===== src/rtl/seq_match_controller.sv =====
// seq_match_controller: arms a serial pattern-match run, counts hits and ends it on target, timeout or abort.
module seq_match_controller #(
  parameter int PAT_W = 4,
  parameter int CNT_W = 8,
  parameter int TO_W  = 16
) (
  input  logic             clk,
  input  logic             reset_n,
  input  logic [PAT_W-1:0] cfg_pattern,
  input  logic             cfg_overlap,
  input  logic [CNT_W-1:0] cfg_target,
  input  logic [TO_W-1:0]  cfg_timeout,
  input  logic             start,
  input  logic             abort,
  input  logic             din,
  input  logic             din_valid,
  output logic             busy,
  output logic             match_pulse,
  output logic [CNT_W-1:0] match_count,
  output logic             done,
  output logic             timed_out
);
  localparam int FW = $clog2(PAT_W + 1);
  typedef enum logic [1:0] {IDLE, RUN, DONE} state_t;
  state_t state, state_n;
  logic [PAT_W-1:0] pat, pat_n, hist, hist_n, sh;
  logic [CNT_W-1:0] tgt, tgt_n, cnt_n, cnt_inc;
  logic [TO_W-1:0] tmo, tmo_n, timer, timer_n, tick;
  logic [FW-1:0] fill, fill_n, fill_inc;
  logic ovl, ovl_n, hit, pulse_n, done_n, to_n;
  assign sh = {hist[PAT_W-2:0], din};
  assign fill_inc = (fill == FW'(PAT_W)) ? fill : fill + 1'b1;
  assign hit = din_valid && fill_inc == FW'(PAT_W) && sh == pat;
  assign cnt_inc = &match_count ? match_count : match_count + 1'b1;
  assign tick = timer + 1'b1;
  always_comb begin
    state_n = state;
    pat_n = pat;
    ovl_n = ovl;
    tgt_n = tgt;
    tmo_n = tmo;
    hist_n = hist;
    fill_n = fill;
    timer_n = timer;
    cnt_n = match_count;
    to_n = timed_out;
    pulse_n = 1'b0;
    done_n = 1'b0;
    case (state)
      IDLE: if (start) begin
        state_n = RUN;
        pat_n = cfg_pattern;
        ovl_n = cfg_overlap;
        tgt_n = cfg_target;
        tmo_n = cfg_timeout;
        hist_n = '0;
        fill_n = '0;
        timer_n = '0;
        cnt_n = '0;
        to_n = 1'b0;
      end
      RUN: if (abort) state_n = IDLE;
      else begin
        timer_n = tick;
        if (din_valid) begin
          hist_n = sh;
          fill_n = fill_inc;
        end
        // a hit resets the no-match timer, so it also pre-empts a same-cycle timeout
        if (hit) begin
          pulse_n = 1'b1;
          cnt_n = cnt_inc;
          timer_n = '0;
          if (!ovl) fill_n = '0;
          if (tgt != '0 && cnt_inc == tgt) begin
            state_n = DONE;
            done_n = 1'b1;
          end
        end else if (tmo != '0 && tick == tmo) begin
          state_n = DONE;
          done_n = 1'b1;
          to_n = 1'b1;
        end
      end
      default: state_n = IDLE;
    endcase
  end
  always_ff @(posedge clk or negedge reset_n) begin
    if (!reset_n) begin
      state <= IDLE;
      pat <= '0;
      ovl <= 1'b0;
      tgt <= '0;
      tmo <= '0;
      hist <= '0;
      fill <= '0;
      timer <= '0;
      match_count <= '0;
      timed_out <= 1'b0;
      match_pulse <= 1'b0;
      done <= 1'b0;
      busy <= 1'b0;
    end else begin
      state <= state_n;
      pat <= pat_n;
      ovl <= ovl_n;
      tgt <= tgt_n;
      tmo <= tmo_n;
      hist <= hist_n;
      fill <= fill_n;
      timer <= timer_n;
      match_count <= cnt_n;
      timed_out <= to_n;
      match_pulse <= pulse_n;
      done <= done_n;
      busy <= state_n == RUN;
    end
  end
endmodule


===== config.mk =====
export PLATFORM = sky130hd
export DESIGN_NAME = seq_match_controller
export DESIGN_NICKNAME = d
export VERILOG_FILES = /design/src/rtl/seq_match_controller.sv
export SDC_FILE = /design/constraint.sdc
export NUM_CORES = 1
export LEC_CHECK = 0
export ABC_AREA = 1
export CORE_MARGIN = 5
export CORE_UTILIZATION = 40
export CTS_BUF_LIST = sky130_fd_sc_hd__clkbuf_4 sky130_fd_sc_hd__clkbuf_8 sky130_fd_sc_hd__clkbuf_16
export CTS_CLUSTER_DIAMETER = 80
export DETAILED_ROUTE_END_ITERATION = 8
export PLACE_DENSITY_LB_ADDON = 0.15
export REMOVE_ABC_BUFFERS = 1
export SLEW_MARGIN = 15
export SYNTH_ARGS = -nofsm -noshare
export SYNTH_HDL_FRONTEND = slang
export SYNTH_SLANG_ARGS = --single-unit

===== constraint.sdc =====
create_clock -name clk -period 1.82 [get_ports clk]
set_input_delay 0.455 -clock clk [delete_from_list [all_inputs] [get_ports clk]]
set_output_delay 0.455 -clock clk [all_outputs]
set_load 0.005 [all_outputs]

; After elaboration in Yosys (flattened, before gate mapping)
; Cells that the tools add are included.
[word_totals]
mem_count = 0
latch_bits = 0
romBits = 0
output_inout_bits = 12
input_bits = 35
mem_bits_rw = 0
register_bits = 65
[classes]
n_reduce_logical = 14
n_mux = 39
bitwise = 0
n_eq_ne = 13
multipliers = 0
shift = 0
magnitude_cmp = 0
div_mod_pow = 0
add_sub_neg = 3
[ops]
columns = cell, n
row1 = $mux W16, 3
row2 = $mux W8, 4
row3 = $pmux W16 S2, 1
row4 = $mux W3, 9
row5 = $add A16 B1 Y16 const B, 1
row6 = $eq A16 B16 Y1, 1
row7 = $pmux W8 S2, 1
row8 = $reduce_bool A16 Y1, 1
row9 = $mux W1, 12
row10 = $ne A2 B2 Y1 const B, 6
row11 = $pmux W3 S2, 2
row12 = $mux W2, 5
row13 = $add A8 B1 Y8 const B, 1
row14 = $eq A8 B8 Y1, 1
row15 = $reduce_and A4 Y1, 2
row16 = $reduce_and A8 Y1, 1
row17 = $reduce_bool A8 Y1, 1
row18 = $eq A3 B3 Y1 const B, 2
row19 = $reduce_and A5 Y1, 1
row20 = $eq A2 B1 Y1 const B, 2
row21 = $eq A4 B4 Y1, 1
row22 = $logic_and A1 B1 Y1, 4
row23 = $pmux W2 S2, 1
row24 = $add A3 B1 Y3 const B, 1
row25 = 5 further kinds, 5

; Longest topological paths before layout
; Gate-level depths: netlist (run 1).
[logic_depth]
ltp_word = 9
mapped_depth = 15

; Worst setup path before layout (run 1)
; No wires, ideal clock.
[synth_timing]
kind = register to register
startpoint = register match_count[1]
endpoint = register busy
setup_ps = 124
arrival_time_ps = 1612
synth_period_minus_slack_ps = 1736
path_stages_with_launch = 15
path_slack_ps = 84
required_time_ps = 1696
cell_sequence = dfrtp_1 ha_1 nand2_1 nor2_1 nand2_2 nand2_1 nand2_1 nand2_1 nand2_1 nor2_1 nand3_1 nor2_1 nand2_1 nand2_1 o21bai_1
[synth_via]
elab_chain_len = 9
word_cells_on_any_way = 10
classes_between = 1 x add/sub / 2 x eq/ne / 5 x mux / 2 x reduce/logical
[synth_lines]
columns = item, line_no
row1 = "start, declared", 19  ; output logic [CNT_W-1:0] match_count,
row2 = "start signal, assigned", 112  ; match_count <= cnt_n;
row3 = $add A8 B1 Y8 / $reduce_and A8 Y1 (equally long branches), 34  ; assign cnt_inc = &match_count ? match_count : match_count + 1'b1;
row4 = $mux W8 *, 34
row5 = $eq A8 B8 Y1 *, 75  ; if (tgt != '0 && cnt_inc == tgt) begin
row6 = $logic_and A1 B1 Y1 *, 75
row7 = $mux W2 *, 75
row8 = $mux W2 *, 70  ; if (hit) begin
row9 = $mux W2 *, 62  ; RUN: if (abort) state_n = IDLE;
row10 = $pmux W2 S2 *, 49  ; case (state)
row11 = $eq A2 B1 Y1 *, 116  ; busy <= state_n == RUN;
row12 = "end signal, assigned", 102  ; busy <= 1'b0;
row13 = "end signal, assigned", 116
row14 = "end, declared", 17  ; output logic busy,
; Mark *: on every way between the ends. The rest lies on a longest branch, timed or not.
; A chain may end at the register's enable or synchronous reset.

; Worst setup path in the final report (run 1)
[layout_timing]
startpoint = register timer[0]
endpoint = register done
[layout_via]
elab_chain_len = 7
[layout_lines]
columns = item, line_no
row1 = "start, declared", 28  ; logic [TO_W-1:0] tmo, tmo_n, timer, timer_n, tick;
row2 = "start signal, assigned", 111  ; timer <= timer_n;
row3 = $add A16 B1 Y16, 35  ; assign tick = timer + 1'b1;
row4 = $eq A16 B16 Y1, 79  ; end else if (tmo != '0 && tick == tmo) begin
row5 = $logic_and A1 B1 Y1, 79
row6 = $mux W1, 79
row7 = $mux W1, 70
row8 = $mux W1, 62
row9 = $mux W1, 49
row10 = via done_n, 30  ; logic ovl, ovl_n, hit, pulse_n, done_n, to_n;
row11 = "end signal, assigned", 115  ; done <= done_n;
row12 = "end, declared", 20  ; output logic done,
; The timed path passes the listed nets, and every way through them passes these cells.

==> metrics, run 1 <==
status complete, but fails checks; violated checks setup timing; Post-Synthesis Cell Area 3890 µm²; nets 705; Max FO, Critical Path 5; #FFs+latches synth 65; Crit. End Element register; clk sinks 65; Antenna diodes 0; setup ws final -0.106 ns; min Tclk post-route 1.93 ns; most common cell after layout, fill and taps aside nand2_1; Layout area overhead 45.6%; Worst Skew 0.00916 ns; die width 109 µm; DRC viols 0; post-synthesis sequential area ratio 41.8%; pwr dens 963 nW/µm²; final setup violation count 5; layout cells sized above 1 27.4%; RSZ-0062 raised after global routing yes; CTS tree yes; Placer Congestion 0.851; Post-synth ARST share 100%; startpoint types register; Setup CP Type reg -> reg; clk slew on worst S/H paths 0.08 ns; Longest Clk Path Bufs 2; final core occ 58.8%; Via density 4.93; post-route antenna net violation count 0; Slew Viols, Final 0; clk root buf clkbuf_8; Pwr Total 5460 µW; Port Buf Inserts 46; HP Class in -> async; CP dominant cell by count nand2_2; WL final 11200 µm; dominant synthesized flop cell dfrtp_1; commonest non-fill, non-tap cells in the layout nand2_1 (158), inv_1 (64), dfrtp_1 (62); CP cell instances ha_4 > nand2_4 > nor2_4 > nand2_2 > nand2_2 > nand2_2 > nand2_2 > nand3_2 > nor2_2 > nand3_2 > nor2_2 > nand2_2 > a21oi_2; H-tree lvl count 3; CP arrival 2.19 ns; Layout Cells excl Fill 804; Synth Warn # 0; Cell variety after synth 33; # rows 36; Worst EP required 2.09 ns; leakage 0.00267 µW; Slew @ Worst Pin 0.573 ns; pin count of the biggest net entering global routing 53; vias in the first global route 4009; Post-Layout Inst Area 5670 µm²; Initial Util 40.4%; placed cells 773; crit path max-delay cell type dfrtp_1; slew margin rel. 61.8%; final worst-path cycle share 106%; Initial DRT Pass Iterations 4; global-route wire length before repair 18200 µm; I/O pins 47; Routed wire per std cell 13.9 µm; peak per-stage delay on the critical path 0.42 ns; dpl cell area 4920 µm²; Syn Inst Count 549; achievable frequency 519 MHz; clock latency on the worst-skew pair 0.34 ns; total grt overflow 0; Hold Vio Cnt, Final 0; initial antenna violation count 0; total CTS buffers 9; via count 3966; VDD IR-drop max 0.457 mV; Post-synth EDFFs 0; Avg Inst Size Synth 7.09 µm²; Die Ht 109 µm; 1st-iter DRT viols 185; Final HPWL DP 8160 µm; R2R Setup Slk -0.11 ns; area of the core 9640 µm²; Die ar. 11800 µm²; All-Layer GR Usage 19.5%; max cap viols 0
[timing repair]
item	4_1_cts	5_1_grt
buffers inserted	9	5
hold buffers	0	0
setup endpoints to repair	17	33
cloned	2	0
pin swaps	28	33
gates resized for setup	42	70
[critical path, delay by kind of cell, from the launching register on]
kind | cells | cell delay (ns)
flops | 1 | 0.42
fa+ha+maj | 1 | 0.20
simple gates | 11 | 1.12
compound gates | 1 | 0.14
[report_power, final]
part / switching [µW] / internal (µW)
sequential: 218 / 1660
clock: 592 / 843
combinational: 1170 / 970
total: 1980 / 3480
[stage by stage]
stage          setup WS [ns]  TNS (ns)  hold WS, ns
3_5_place_dp          -0.414     -7.86        0.469
4_1_cts              -0.0769    -0.210       0.0984
3_3_place_gp          -0.320     -6.32        0.472
5_1_grt               -0.235     -1.56        0.126
6_report              -0.106    -0.354        0.100
2_1_floorplan        -0.0830    -0.208        0.159
[worst paths after layout]
kind                            startpoint              to  cells after the start
min in group clk                       ovl             ovl                      2
worst max-delay path              timer[0]            done                     13
max in group asynchronous          reset_n  match_count[6]                      2
worst max register to register    timer[0]            done                     13
worst min-delay path               reset_n        timer[5]                      1
worst min register to register         ovl             ovl                      2
[routing by layer]
metal,up-vias,part of all wire (%),global-route usage (%)
li1,2016,-,-
met1,1873,44,24.4
met4,0,1.3,5.95
met5,-,0,0
met3,13,2.9,2.61
met2,64,52,35.0
[kinds of logic after synthesis]
group,Yosys count,share of synthesized area (%)
AOI/OAI and AO/OA,67,9.94
xor gates and xnor gates,9,2.57
adders and majority gates,4,1.29
buffers and inverters,81,8.01
DFF,65,41.8
and+or+nand+nor,323,36.4
[sequential cells by signal, summed over array words and instances, names as in the netlist]
name         count
state            2
match_pulse      1
match_count      8
pat              4
busy             1
hist             3
timed_out        1
tgt              8
done             1
ovl              1
tmo             16
fill             3
timer           16
[synthesized netlist by cell type (2+ instances only)]
master	count	share of area, %
nand2_1	182	18
inv_1	67	6.5
dfrtp_1	65	42
nand3_1	54	6.9
nor2_1	48	4.6
o21ai_0	31	4.0
o22ai_1	18	2.9
nand4_1	11	1.8
a21oi_1	8	1.0
clkbuf_1	7	0.68
nor2_4	7	2.0
inv_2	6	0.58
nor3_1	6	0.77
xor2_1	5	1.1
ha_1	4	1.3
nand2_2	4	0.64
nand3b_1	3	0.58
nor2_2	3	0.48
a221oi_1	2	0.45
nand3_2	2	0.51
o21ai_1	2	0.26
o21bai_1	2	0.39
xnor2_1	2	0.45
[final cells by class]
class | count | area [µm²]
flip-flops and latches | 65 | 1630
clock buffers | 12 | 153
multi-input cells | 405 | 2320
fillers | 933 | 3970
well taps | 133 | 166
repair buffers | 112 | 1040
inverters | 73 | 279
clock inverters | 4 | 76.3
Power figures use the tool's default switching activity.
==> inputs of run 2 (changes only) <==
Settings changed: GPL_ROUTABILITY_DRIVEN from default to 0, SKIP_LAST_GASP from default to 1.
==> run 2 against run 1 <==
The run still ends with setup timing left. Final cell count down 0.12%. Utilization is 0.80 points lower. Maximum frequency grew 0.90%. Wire length hardly changed. Largest cell class unchanged.
==> metrics, run 2 (synthesized netlist as in run 1, its figures left out) <==
status complete, but fails checks; violated checks setup timing; Post-Layout Inst Area 5590 µm² (-1.4%); clk sinks 65 (unchanged); HP Class in -> async; nets 706 (+0.14%); Worst EP required 2.06 ns (-0.03 ns); Post-Place Setup Slack -0.385 ns (+0.0290 ns); All-Layer GR Usage 19.8% (+0.28 points); post-route antenna net violation count 0 (unchanged); Crit. End Element register; area of the core 9640 µm² (unchanged); Hold Vio Cnt, Final 0 (unchanged); CTS tree yes; Longest Clk Path Bufs 2 (unchanged); DRC viols 0 (unchanged); I/O pins 47 (unchanged); Initial DRT Pass Iterations 4 (unchanged); most common cell after layout, fill and taps aside nand2_1; die width 109 µm (unchanged); total grt overflow 0 (unchanged); pwr dens 920 nW/µm² (-4.5%); clock latency on the worst-skew pair 0.35 ns (about the same); Max FO, Critical Path 5 (unchanged); achievable frequency 524 MHz (+0.90%); min Tclk post-route 1.91 ns (-0.0171 ns); # rows 36 (unchanged); Via density 4.97 (+0.78%); VDD IR-drop max 0.424 mV (-7.3%); leakage 0.00264 µW (-0.96%); CP arrival 2.14 ns (-0.05 ns); Post-Route Setup TNS -0.378 ns (-0.0239 ns); max cap viols 0 (unchanged); Layout area overhead 43.6%; Slew @ Worst Pin 0.545 ns (-0.0279 ns); clk slew on worst S/H paths 0.07 ns (about the same); 1st-iter DRT viols 194 (+4.9%); global-route wire length before repair 18400 µm (+1.4%); Initial Util 40.4% (unchanged); Antenna diodes 0 (unchanged); RSZ-0062 raised after global routing yes; WL final 11200 µm (about the same); vias in the first global route 4067 (+1.4%); startpoint types register; Die ar. 11800 µm² (unchanged); setup ws final -0.0885 ns (+0.0171 ns); layout cells sized above 1 26.6% (-0.85 points); # hold bufs at CTS 0 (unchanged); commonest non-fill, non-tap cells in the layout nand2_1 (161), inv_1 (65), dfrtp_1 (60); final worst-path cycle share 105% (-0.94 points); Die Ht 109 µm (unchanged); pin count of the biggest net entering global routing 53 (unchanged); dpl cell area 4890 µm² (-0.61%); final setup violation count 7 (+2); peak per-stage delay on the critical path 0.41 ns (about the same); Setup CP Type reg -> reg; Routed wire per std cell 13.9 µm (about the same); initial antenna violation count 0 (unchanged); Worst Skew 0.00778 ns (-0.00139 ns); total CTS buffers 9 (unchanged); CP dominant cell by count nand2_2; H-tree lvl count 3 (unchanged); slew margin rel. 63.7% (+1.9 points); crit path max-delay cell type dfrtp_1; Pwr Total 5140 µW (-5.8%); Slew Viols, Final 0 (unchanged); clk root buf clkbuf_8; Final HPWL DP 8170 µm (about the same); CP cell instances ha_4 > nand2_4 > nor2_4 > nand2_2 > nand2_2 > nand2_1 > nand2_2 > inv_1 > nor2_2 > nand3_1 > nor2_2 > nand2_2 > nand2_2 > o21bai_1; biggest regs timer x16, tmo x16; Port Buf Inserts 46 (unchanged); via count 3992 (+0.66%); Hold Worst Slack 0.0824 ns (-0.0181 ns)
## run 2: changes by cell type in the layout (fill, tap and decap cells not counted), sizes merged
cell and delta:
bufinv -1, clkbuf -1, buf +2, nor2 -1
## run 2: worst paths after layout
path / from / to / slack (ns) / depth (start not counted)
worst max-delay path: timer[0] / busy / -0.09 / 14
worst min-delay path: reset_n / tmo[6] / 0.08 / 1
worst max register to register: timer[0] / busy / -0.09 / 14
worst min register to register: ovl / ovl / 0.53 / 2
max in group asynchronous: reset_n / match_count[6] / 1.17 / 2
min in group clk: ovl / ovl / 0.53 / 2
## run 2: critical path, delay by kind of cell (launching register included)
kind / cells / cell delay [ns]
AO/OA/AOI/OAI: 1 / 0.07
adder cells (fa/ha/maj): 1 / 0.19
buffers and inverters: 1 / 0.05
flip-flops: 1 / 0.41
AND/OR/NAND/NOR: 11 / 1.07
## run 2: per-layer routing
layer  routed length (µm)  up-vias  GRT usage (%)
met4                  224        0           6.76
met1                 4770     1898           24.1
met3                  378       23           3.49
li1                     -     2009              -
met2                 5780       62           35.3
met5                    0        -              0
## run 2: through the flow
step	util (%)	std cells
2_1_floorplan	-	541
3_3_place_gp	50.8	769
3_5_place_dp	50.8	769
4_1_cts	55.1	795
5_1_grt	58.0	803
6_report	58.0	803
## run 2: repair_timing
item,4_1_cts,5_1_grt
pin swaps,18,34
setup buffers,11,8
setup endpoints to repair,26,33
resized for setup,40,62
cloned,1,0
## run 2: power by group
part / internal [µW] / switching, µW
Clock: 668 / 556
Sequential: 1670 / 221
Combinational: 938 / 1090
Total: 3270 / 1870
## run 2: final cells by class
| class | count | area (µm²) |
|---|---|---|
| inverter | 73 | 279 |
| timing repair buffer | 114 | 1050 |
| clock buffer | 11 | 145 |
| tap | 133 | 166 |
| clock inverter | 3 | 42.5 |
| multi-input combinational | 404 | 2270 |
| fill | 930 | 4050 |
| sequential | 65 | 1630 |
==> edit (flow settings as in run 1) <==
The parameter `PAT_W` goes from 4 to 8.
--- a/src/rtl/seq_match_controller.sv
+++ b/src/rtl/seq_match_controller.sv
@@ -1,5 +1,5 @@
 // seq_match_controller: arms a serial pattern-match run, counts hits and ends it on target, timeout or abort.
 module seq_match_controller #(
-  parameter int PAT_W = 4,
+  parameter int PAT_W = 8,
   parameter int CNT_W = 8,
   parameter int TO_W  = 16
Interface: changed (resized cfg_pattern); port bits go from 47 to 51. The function was not compared with the original's and may differ.
==> edit against run 1 <==
The flow still finishes with violations (setup timing). Maximum frequency increased by 0.57%. Sequential cell count increased by 9. Total power increased by 3.1%. Design area up 9.9%. Count of clock-buffer cells in the layout unchanged. Wire length grew 14%. Utilization decreased by 1.6 points. Global-route usage up 0.51 points. Synthesized area is 14% higher. Largest cell class unchanged. Setup slack gained 0.011 ns. Sequential share of layout area is 0.97 points higher.
==> edit: results (changes against run 1) <==
Outcome
  • Status: finished, violations left
  • Failing checks: setup timing

Clocking
  • Num CTS Buffers: 9 (unchanged)
  • Setup Buffers After CTS: 18 (+9)

Power and ir drop
  • Peak supply drop: 0.502 mV (+9.8%)
  • Switching share of power: 34.6% (-1.7 points)
  • Sequential share of power: 37.4% (+2.9 points)
  • Logic pwr share: 35.4% (-3.8 points)

Drt
  • Vias/cell: 5.05 (+2.4%)
  • Iter 0 DRT Violations: 275 (+49%)
  • DRT Pass-1 Iters: 5 (+1)
  • WL met3: 430 um (+31%)
  • Met1 wire length: 5620 um (+14%)
  • Wire length on met2: 6520 um (+13%)

Logic synthesis
  • Cells taking the most area after synthesis: dfrtp_1 42%, nand2_1 18%, nand3_1 7.5%
  • Most frequent cells after synthesis: 212 x nand2_1, 74 x dfrtp_1, 67 x inv_1, 67 x nand3_1
  • Netlist cell types: 35 (+6.1%)

STA
  • Final setup viols: 13 (+8)
  • TNS Setup: -0.700 ns (-0.346 ns)
  • Clock skew: 0.0148 ns (+0.00561 ns)
  • Setup WS post-layout: -0.0947 ns (+0.0109 ns)
  • Final hold slack: 0.0270 ns (-0.0734 ns)

Global route
  • Largest net degree at the start of global routing: 40 (-25%)
  • Global Route met2 Usage: 35.4% (+0.42 points)
  • Vias in the first global route: 4,516 (+13%)
  • Global-route wire length before repair: 21,200 um (+17%)
  • Routing usage on met1: 25.5% (+1.0 points)

Placement
  • GP Congestion: 0.859 (+0.99%)
  • IO Port Bufs: 50 (+8.7%)
  • Final HPWL DP: 9010 um (+10%)

Worst setup path
  • R2R Path End: state[1]$_DFF_PN0_
  • Crit path launch: fill[0]$_DFFE_PN0P_
  • CP max stage delay: 0.39 ns (-0.03 ns)

Final layout
  • Share of post-route cells with drive strength above 1: 23.7% (-3.7 points)
  • Nets: 784 (+11%)
  • Layout fillers: 1,020 (+9.3%)
==> edit: cell count changes in the layout (fill, tap and decap cells not counted), sizes merged, moves of 4 or more <==
cell / before / now
buf: 67 / 72
dfrtp: 65 / 74
nand2: 186 / 220
nand3: 56 / 69
nor2: 60 / 56
nor3: 6 / 2
o21ai: 34 / 48
==> edit: worst max-delay path by stage <==
stage | endpoint | slack [ns] | cells past startpoint
floorplan | fill[3]$_DFFE_PN0P_ | -0.30 | 9
global placement | match_count[6]$_DFFE_PN0P_ | -0.30 | 12
detailed placement | done$_DFF_PN0_ | -0.37 | 11
CTS | state[0]$_DFF_PN0_ | -0.07 | 12
global route | timed_out$_DFFE_PN0P_ | -0.26 | 13
finish | state[1]$_DFF_PN0_ | -0.09 | 14
==> edit: cells by family (layout without fill, tap and decap cells) <==
family,count (synthesis),after routing,share of synthesized area [%]
simple gates,370,370,36.9
buf+inv,83,208,7.32
compound gates,79,79,10.2
fa+ha+maj,4,4,1.13
flops,74,74,41.7
xor+xnor,11,11,2.79
==> edit: stage by stage <==
| step | instance area (sq um) | cells | worst slack (ns) | power (W) |
|---|---|---|---|---|
| 6_report | 6230 | 886 | -0.0947 | 0.00562 |
| 5_1_grt | 6230 | 886 | -0.259 | 0.00598 |
| 4_1_cts | 6060 | 881 | -0.0651 | 0.00558 |
| 3_5_place_dp | 5460 | 846 | -0.369 | 0.00374 |
| 3_3_place_gp | 5460 | 846 | -0.300 | 0.00372 |
| 2_1_floorplan | 4390 | 609 | -0.299 | 0.00302 |
==> edit: area by class of cell <==
cell class	instances	area (sq um)	share of cell area, %
Multi-Input combinational cell	464	2580	41.5
Sequential cell	74	1850	29.8
Timing Repair Buffer	121	1110	17.9
Inverter	71	267	4.28
Tap cell	140	175	2.81
Clock buffer	12	165	2.65
Clock inverter	4	72.6	1.17
